[config.mk]
export PLATFORM = sky130hd
export DESIGN_NAME = mux_scan_ctrl_flat
export DESIGN_NICKNAME = d
export VERILOG_FILES = /design/src/rtl/mux_scan_ctrl_if.sv /design/src/rtl/mux_scan_ctrl.sv /design/src/flat_wrapper.sv
export SDC_FILE = /design/constraint.sdc
export NUM_CORES = 1
export LEC_CHECK = 0
export BUFFER_PORTS_ARGS = -buffer_cell sky130_fd_sc_hd__buf_2
export CAP_MARGIN = 20
export CORE_MARGIN = 3
export CORE_UTILIZATION = 55
export DETAILED_ROUTE_END_ITERATION = 12
export PLACE_DENSITY = 0.8
export SYNTH_ARGS = -nofsm -noshare
export SYNTH_HDL_FRONTEND = slang
export SYNTH_SLANG_ARGS = --single-unit
export TNS_END_PERCENT = 1
[constraint.sdc]
create_clock -name i_clk -period 3.1 [get_ports i_clk]
set_input_delay 0.155 -clock i_clk [delete_from_list [all_inputs] [get_ports i_clk]]
set_output_delay 0.155 -clock i_clk [all_outputs]
set_load 0.005 [all_outputs]
[src/rtl/mux_scan_ctrl_if.sv]
// rtl/mux_scan_ctrl_if.sv - select/strobe and sample bus between mux_scan_ctrl and its user
//
// Purpose: bundles the scan request, the 153-style mux select/strobe/data
// lines and the recovered-word outputs into one port.
// Signals:
//   i_start  one-cycle scan request (ignored while o_busy=1)
//   i_cont   continuous-scan enable, sampled at end of frame
//   i_1Y     section-1 mux output
//   i_2Y     section-2 mux output
//   o_B/o_A  select code to the mux (MSB/LSB)
//   o_G      active-low strobe to both mux sections
//   o_1C     recovered section-1 inputs, bit n = channel n
//   o_2C     recovered section-2 inputs, bit n = channel n
//   o_busy   frame in progress
//   o_done   one-cycle pulse after o_1C/o_2C update
// Modports: slave = scanner side, master = user/mux side.

interface mux_scan_ctrl_if;
  logic       i_start;
  logic       i_cont;
  logic       i_1Y;
  logic       i_2Y;
  logic       o_B;
  logic       o_A;
  logic       o_G;
  logic [3:0] o_1C;
  logic [3:0] o_2C;
  logic       o_busy;
  logic       o_done;

  modport slave (
    input  i_start, i_cont, i_1Y, i_2Y,
    output o_B, o_A, o_G, o_1C, o_2C, o_busy, o_done
  );

  modport master (
    output i_start, i_cont, i_1Y, i_2Y,
    input  o_B, o_A, o_G, o_1C, o_2C, o_busy, o_done
  );
endinterface

[src/rtl/mux_scan_ctrl.sv]
// rtl/mux_scan_ctrl.sv - sequential scanner for a dual 4-to-1 data selector
//
// Purpose: steps the select code of a 153-class dual mux through channels
// 0..3, holds each code for SETTLE cycles, samples both mux outputs at the
// last cycle of each window and publishes the two recovered 4-bit words
// together at the end of the frame. Single-shot or continuous.
// Parameters:
//   SETTLE   cycles each select code is held before sampling (1..15)
// Ports:
//   i_clk    rising-edge clock
//   i_rst    asynchronous active-high reset
//   bus      mux_scan_ctrl_if.slave (request, mux lines, recovered words)

module mux_scan_ctrl #(
  parameter int unsigned SETTLE = 2
) (
  input  logic          i_clk,
  input  logic          i_rst,
  mux_scan_ctrl_if.slave bus
);

  localparam logic [0:0] S_IDLE = 1'b0;
  localparam logic [0:0] S_SCAN = 1'b1;

  // Settle counter value at which the current slot is sampled.
  localparam logic [3:0] SETTLE_LAST = 4'(SETTLE - 1);

  logic [0:0] state_q,  state_d;
  logic [1:0] slot_q,   slot_d;
  logic [3:0] settle_q, settle_d;
  logic [2:0] sh1_q,    sh1_d;
  logic [2:0] sh2_q,    sh2_d;
  logic [3:0] c1_q,     c1_d;
  logic [3:0] c2_q,     c2_d;
  logic       done_q,   done_d;

  always_comb begin
    state_d  = state_q;
    slot_d   = slot_q;
    settle_d = settle_q;
    sh1_d    = sh1_q;
    sh2_d    = sh2_q;
    c1_d     = c1_q;
    c2_d     = c2_q;
    done_d   = 1'b0;

    case (state_q)
      S_IDLE: begin
        slot_d   = 2'd0;
        settle_d = 4'd0;
        if (bus.i_start) begin
          state_d = S_SCAN;
        end
      end

      S_SCAN: begin
        if (settle_q == SETTLE_LAST) begin
          settle_d = 4'd0;
          case (slot_q)
            2'd0: begin
              sh1_d[0] = bus.i_1Y;
              sh2_d[0] = bus.i_2Y;
              slot_d   = 2'd1;
            end
            2'd1: begin
              sh1_d[1] = bus.i_1Y;
              sh2_d[1] = bus.i_2Y;
              slot_d   = 2'd2;
            end
            2'd2: begin
              sh1_d[2] = bus.i_1Y;
              sh2_d[2] = bus.i_2Y;
              slot_d   = 2'd3;
            end
            default: begin
              // Last channel goes straight into the output word so both
              // words switch from old frame to new frame on one edge.
              c1_d   = {bus.i_1Y, sh1_q};
              c2_d   = {bus.i_2Y, sh2_q};
              done_d = 1'b1;
              slot_d = 2'd0;
              if (!bus.i_cont) begin
                state_d = S_IDLE;
              end
            end
          endcase
        end else begin
          settle_d = settle_q + 4'd1;
        end
      end

      default: begin
        state_d = S_IDLE;
      end
    endcase
  end

  always_ff @(posedge i_clk or posedge i_rst) begin
    if (i_rst) begin
      state_q  <= S_IDLE;
      slot_q   <= 2'd0;
      settle_q <= 4'd0;
      sh1_q    <= 3'd0;
      sh2_q    <= 3'd0;
      c1_q     <= 4'd0;
      c2_q     <= 4'd0;
      done_q   <= 1'b0;
    end else begin
      state_q  <= state_d;
      slot_q   <= slot_d;
      settle_q <= settle_d;
      sh1_q    <= sh1_d;
      sh2_q    <= sh2_d;
      c1_q     <= c1_d;
      c2_q     <= c2_d;
      done_q   <= done_d;
    end
  end

  // Select and strobe come straight off flops; slot is held at 0 in IDLE.
  assign bus.o_B    = slot_q[1];
  assign bus.o_A    = slot_q[0];
  assign bus.o_G    = (state_q == S_IDLE);
  assign bus.o_busy = (state_q == S_SCAN);
  assign bus.o_1C   = c1_q;
  assign bus.o_2C   = c2_q;
  assign bus.o_done = done_q;

endmodule

[src/flat_wrapper.sv]
// flat-port wrapper written by rule: the top's interface ports become plain ports
module mux_scan_ctrl_flat 
#(
  parameter int unsigned SETTLE = 2
)
  (i_clk, i_rst, bus_i_start, bus_i_cont, bus_i_1Y, bus_i_2Y, bus_o_B, bus_o_A, bus_o_G, bus_o_1C, bus_o_2C, bus_o_busy, bus_o_done);
  mux_scan_ctrl_if bus_i ();
  input  logic i_clk;
  input  logic i_rst;
  input wire logic [$bits(bus_i.i_start)-1:0] bus_i_start;
  input wire logic [$bits(bus_i.i_cont)-1:0] bus_i_cont;
  input wire logic [$bits(bus_i.i_1Y)-1:0] bus_i_1Y;
  input wire logic [$bits(bus_i.i_2Y)-1:0] bus_i_2Y;
  output wire logic [$bits(bus_i.o_B)-1:0] bus_o_B;
  output wire logic [$bits(bus_i.o_A)-1:0] bus_o_A;
  output wire logic [$bits(bus_i.o_G)-1:0] bus_o_G;
  output wire logic [$bits(bus_i.o_1C)-1:0] bus_o_1C;
  output wire logic [$bits(bus_i.o_2C)-1:0] bus_o_2C;
  output wire logic [$bits(bus_i.o_busy)-1:0] bus_o_busy;
  output wire logic [$bits(bus_i.o_done)-1:0] bus_o_done;
  assign bus_i.i_start = bus_i_start;
  assign bus_i.i_cont = bus_i_cont;
  assign bus_i.i_1Y = bus_i_1Y;
  assign bus_i.i_2Y = bus_i_2Y;
  assign bus_o_B = bus_i.o_B;
  assign bus_o_A = bus_i.o_A;
  assign bus_o_G = bus_i.o_G;
  assign bus_o_1C = bus_i.o_1C;
  assign bus_o_2C = bus_i.o_2C;
  assign bus_o_busy = bus_i.o_busy;
  assign bus_o_done = bus_i.o_done;
  mux_scan_ctrl #(.SETTLE(SETTLE)) u_core (.i_clk(i_clk), .i_rst(i_rst), .bus(bus_i));
endmodule
==> qor.csv <==
stage,metric,value,unit
status,status,"finished, violations left",
status,violations,hold timing,
clocking,insertion_delay,300,ps
floorplan,die_x,47.1,um
yosys,synthTopCellsByCount,"dfrtp_1 (22), mux2_2 (14), nor2_1 (7), inv_1 (5), ha_1 (4)",
worst_hold_path,hold_class,primary input to async pin,
floorplan,start_util,0.603,
route,first_iter_violations,3,
worst_setup_path,path_delay_family,simple AND/OR/NAND/NOR gates,
floorplan,coreArea,1540,sq um
clocking,cts.sinks,22,
placed_design,globalplace.congestion,0.776,
timing,rsz0062_at_grt,no,
timing,clock.fmax,520,MHz
timing,fin_worst_skew,6.84,ps
yosys,synth_fp_nets,77,
job,drv_cap,0,
yosys,yosys.area.top_type,dfrtp_1,
worst_setup_path,crit_path_start_kind,flip-flop,
route,via_per_inst,5.24,
yosys,syn_area_per_cell,13.9,sq um
timing,fin_hold_ws,-17.9,ps
yosys,yosysWarnings,0,
pwr,p_comb_frac,0.300,
yosys,syn_inst,67,
yosys,netlist_area,930,sq um
yosys,synth.most_common_cell,dfrtp_1,
yosys,yosys-top-cells-area,"dfrtp_1 (59%), mux2_2 (17%), ha_1 (5.4%)",
clocking,cts_resized,0,
worst_setup_path,slowest_delay,500,ps
pwr,p_seq_frac,0.490,
timing,slew_viol_final,0,
floorplan,dieArea,2220,sq um
worst_setup_path,cp_max_fo,10,
global_route,grt_pass1_wl,2370,um
layout,nets,99,
floorplan,io_pins,19,
worst_setup_path,crit_path_end_kind,flip-flop,
global_route,grt_overflow_total,0,
layout,multi_input_area,349,sq um
clocking,h-tree-depth,1,
worst_setup_path,critPathSlowestCell,and3_1,
route,drt-pass1-iter-count,2,
clocking,cts_buffers,3,
yosys,ys_ff_latch,22,
yosys,yosys.cell_types.count,17,
placed_design,pre_cts_slack,1190,ps
timing,post-route-worst-setup-slack,1180,ps
placed_design,dp_hpwl,1010,um
floorplan,die_y,47.1,um
timing,finalSetupViolations,0,
pwr,p_switching,0.000307,W
route,drc,0,
timing,fin_tns_setup,0,ps
route,routedWlPerCell,13.7,um
clocking,cts_hold_buf,0,
placed_design,place_area,1030,sq um
timing,period_needed,1920,ps
clocking,cts_tree,done,
layout,fin_area,1080,sq um
timing,relSlewSlack,0.466,
timing,tightest_slew,800,ps
worst_setup_path,cp_cell_sequence,nor4b_4 > and3_1 > mux2_2,
yosys,ys_seq_area_frac,0.592,
worst_setup_path,worstPathRequired,3300,ps
placed_design,io_buffers,18,
global_route,grt_max_degree,23,
floorplan,rows,14,
global_route,grt_use_total,0.158,
route,drt-total-wl,1420,um
layout,antenna_cells,0,
worst_setup_path,path_class,flip-flop to flip-flop,
pwr,clkPwrFrac,0.210,
yosys,ys.flop_type,dfrtp_1,
layout,fillCellCount,116,
clocking,clockBufferDepth,2,
pwr,power.internal,0.000714,W
pwr,p_leak,0.568,nW
timing,min_period_over_period,0.620,
pwr,power_density,945,nW/um^2
worst_setup_path,arrival,2130,ps
clocking,clk_pin_slew,120,ps
global_route,grt_antenna_before_repair,0,
yosys,yosysTopAreaCellShare,0.592,
yosys,synth-edff-count,0,
clocking,root_buffer,clkbuf_4,
yosys,synthArstFlopShare,1.00,
layout,regArea,551,sq um
clocking,cts_setup_buffers,0,
pwr,swShare,0.301,
global_route,grt_pass1_vias,536,
layout,drive_gt1_frac,0.455,
worst_setup_path,path_buf_inv,0,
route,vias,545,
pwr,vdd_drop_max,0.641,mV
timing,hold_violations,22,
route,ant_nets,0,
layout,syn_to_final_growth,16.3,%
==> state kept, by name, summed over array words and instances (netlist names) <==
| register | count |
|---|---|
| u_core.sh1_q | 3 |
| u_core.settle_q | 4 |
| u_core.bus.o_2C | 4 |
| u_core.bus.o_1C | 4 |
| u_core.sh2_q | 3 |
| u_core.bus.o_busy | 1 |
| u_core.bus.o_done | 1 |
| u_core.slot_q | 2 |
==> cells in the final DEF (no fill, tap or decap), drive strengths merged <==
cell type / netlist / layout
and3: 4 / 4
dfrtp: 22 / 22
xnor2: 1 / 1
clkbuf: 0 / 3
ha: 4 / 4
inv: 5 / 5
mux2i: 1 / 1
xor2: 2 / 2
mux2: 14 / 14
nor4b: 1 / 1
nor3: 1 / 1
buf: 1 / 18
nand2: 1 / 1
a211oi: 1 / 1
nor2: 7 / 7
a21oi: 1 / 1
nand3: 1 / 1
bufinv: 0 / 1
==> final cells by class <==
cell class / instances / share of cell area
Clock buffer: 3 / 0.0208
Sequential cell: 22 / 0.509
Inverter: 5 / 0.0174
Timing Repair Buffer: 18 / 0.0833
Clock inverter: 1 / 0.0278
Tap cell: 16 / 0.0185
Multi-Input combinational cell: 39 / 0.323
==> metal layers <==
metal	wire (um)	share of wire	vias up	GRT usage
li1	-	-	266	-
met1	686	0.48	261	0.218
met2	645	0.45	14	0.233
met3	64	0.045	4	0.0345
met4	25	0.018	0	0.0829
met5	0	0	-	0
==> metrics by stage <==
step	hold slack (ps)	util	cells	total power, W
4_1_cts	10.5	0.701	104	0.00103
5_1_grt	20.1	0.701	104	0.00110
3_5_place_dp	342	0.667	100	0.000815
2_1_floorplan	144	-	67	0.000709
3_3_place_gp	336	0.667	100	0.000797
6_report	-17.9	0.701	104	0.00102
==> path summary, 6_finish.rpt <==
| path | startpoint | endpoint | slack [ps] | cells past startpoint |
|---|---|---|---|---|
| min in group i_clk | bus_i_cont | u_core.bus.o_busy | 60 | 3 |
| max | u_core.settle_q[1] | u_core.bus.o_1C[2] | 1180 | 3 |
| min reg2reg | u_core.sh1_q[1] | u_core.bus.o_1C[1] | 510 | 1 |
| max reg2reg | u_core.settle_q[1] | u_core.bus.o_1C[2] | 1180 | 3 |
| max in group asynchronous | i_rst | u_core.settle_q[3] | 2620 | 2 |
| min | i_rst | u_core.sh1_q[2] | -20 | 2 |
==> kinds of logic (layout without fill, tap and decap cells) <==
logic type	Yosys count	in the layout	share of synthesized area
DFF	22	22	0.592
muxes	15	15	0.180
and+or+nand+nor	15	15	0.0996
buffers and inverters	6	27	0.0323
adders and majority gates	4	4	0.0538
xor gates and xnor gates	3	3	0.0283
AOI/OAI and AO/OA	2	2	0.0135
==> power by group through the flow <==
stage	clock, W	sequential (W)	combinational [W]
floorplan	0	0.000497	0.000212
detailed placement	0	0.000506	0.000309
finish	0.000215	0.000501	0.000306
global placement	0	0.000501	0.000296
global route	0.000231	0.000520	0.000352
CTS	0.000217	0.000504	0.000313
==> worst reg2reg max path, cell delays in order (launching register included) <==
cell and delay (ps):
dfrtp_1 470, nor4b_4 470, and3_1 510, mux2_2 390
Note: power is estimated with default switching activity, not from simulation.
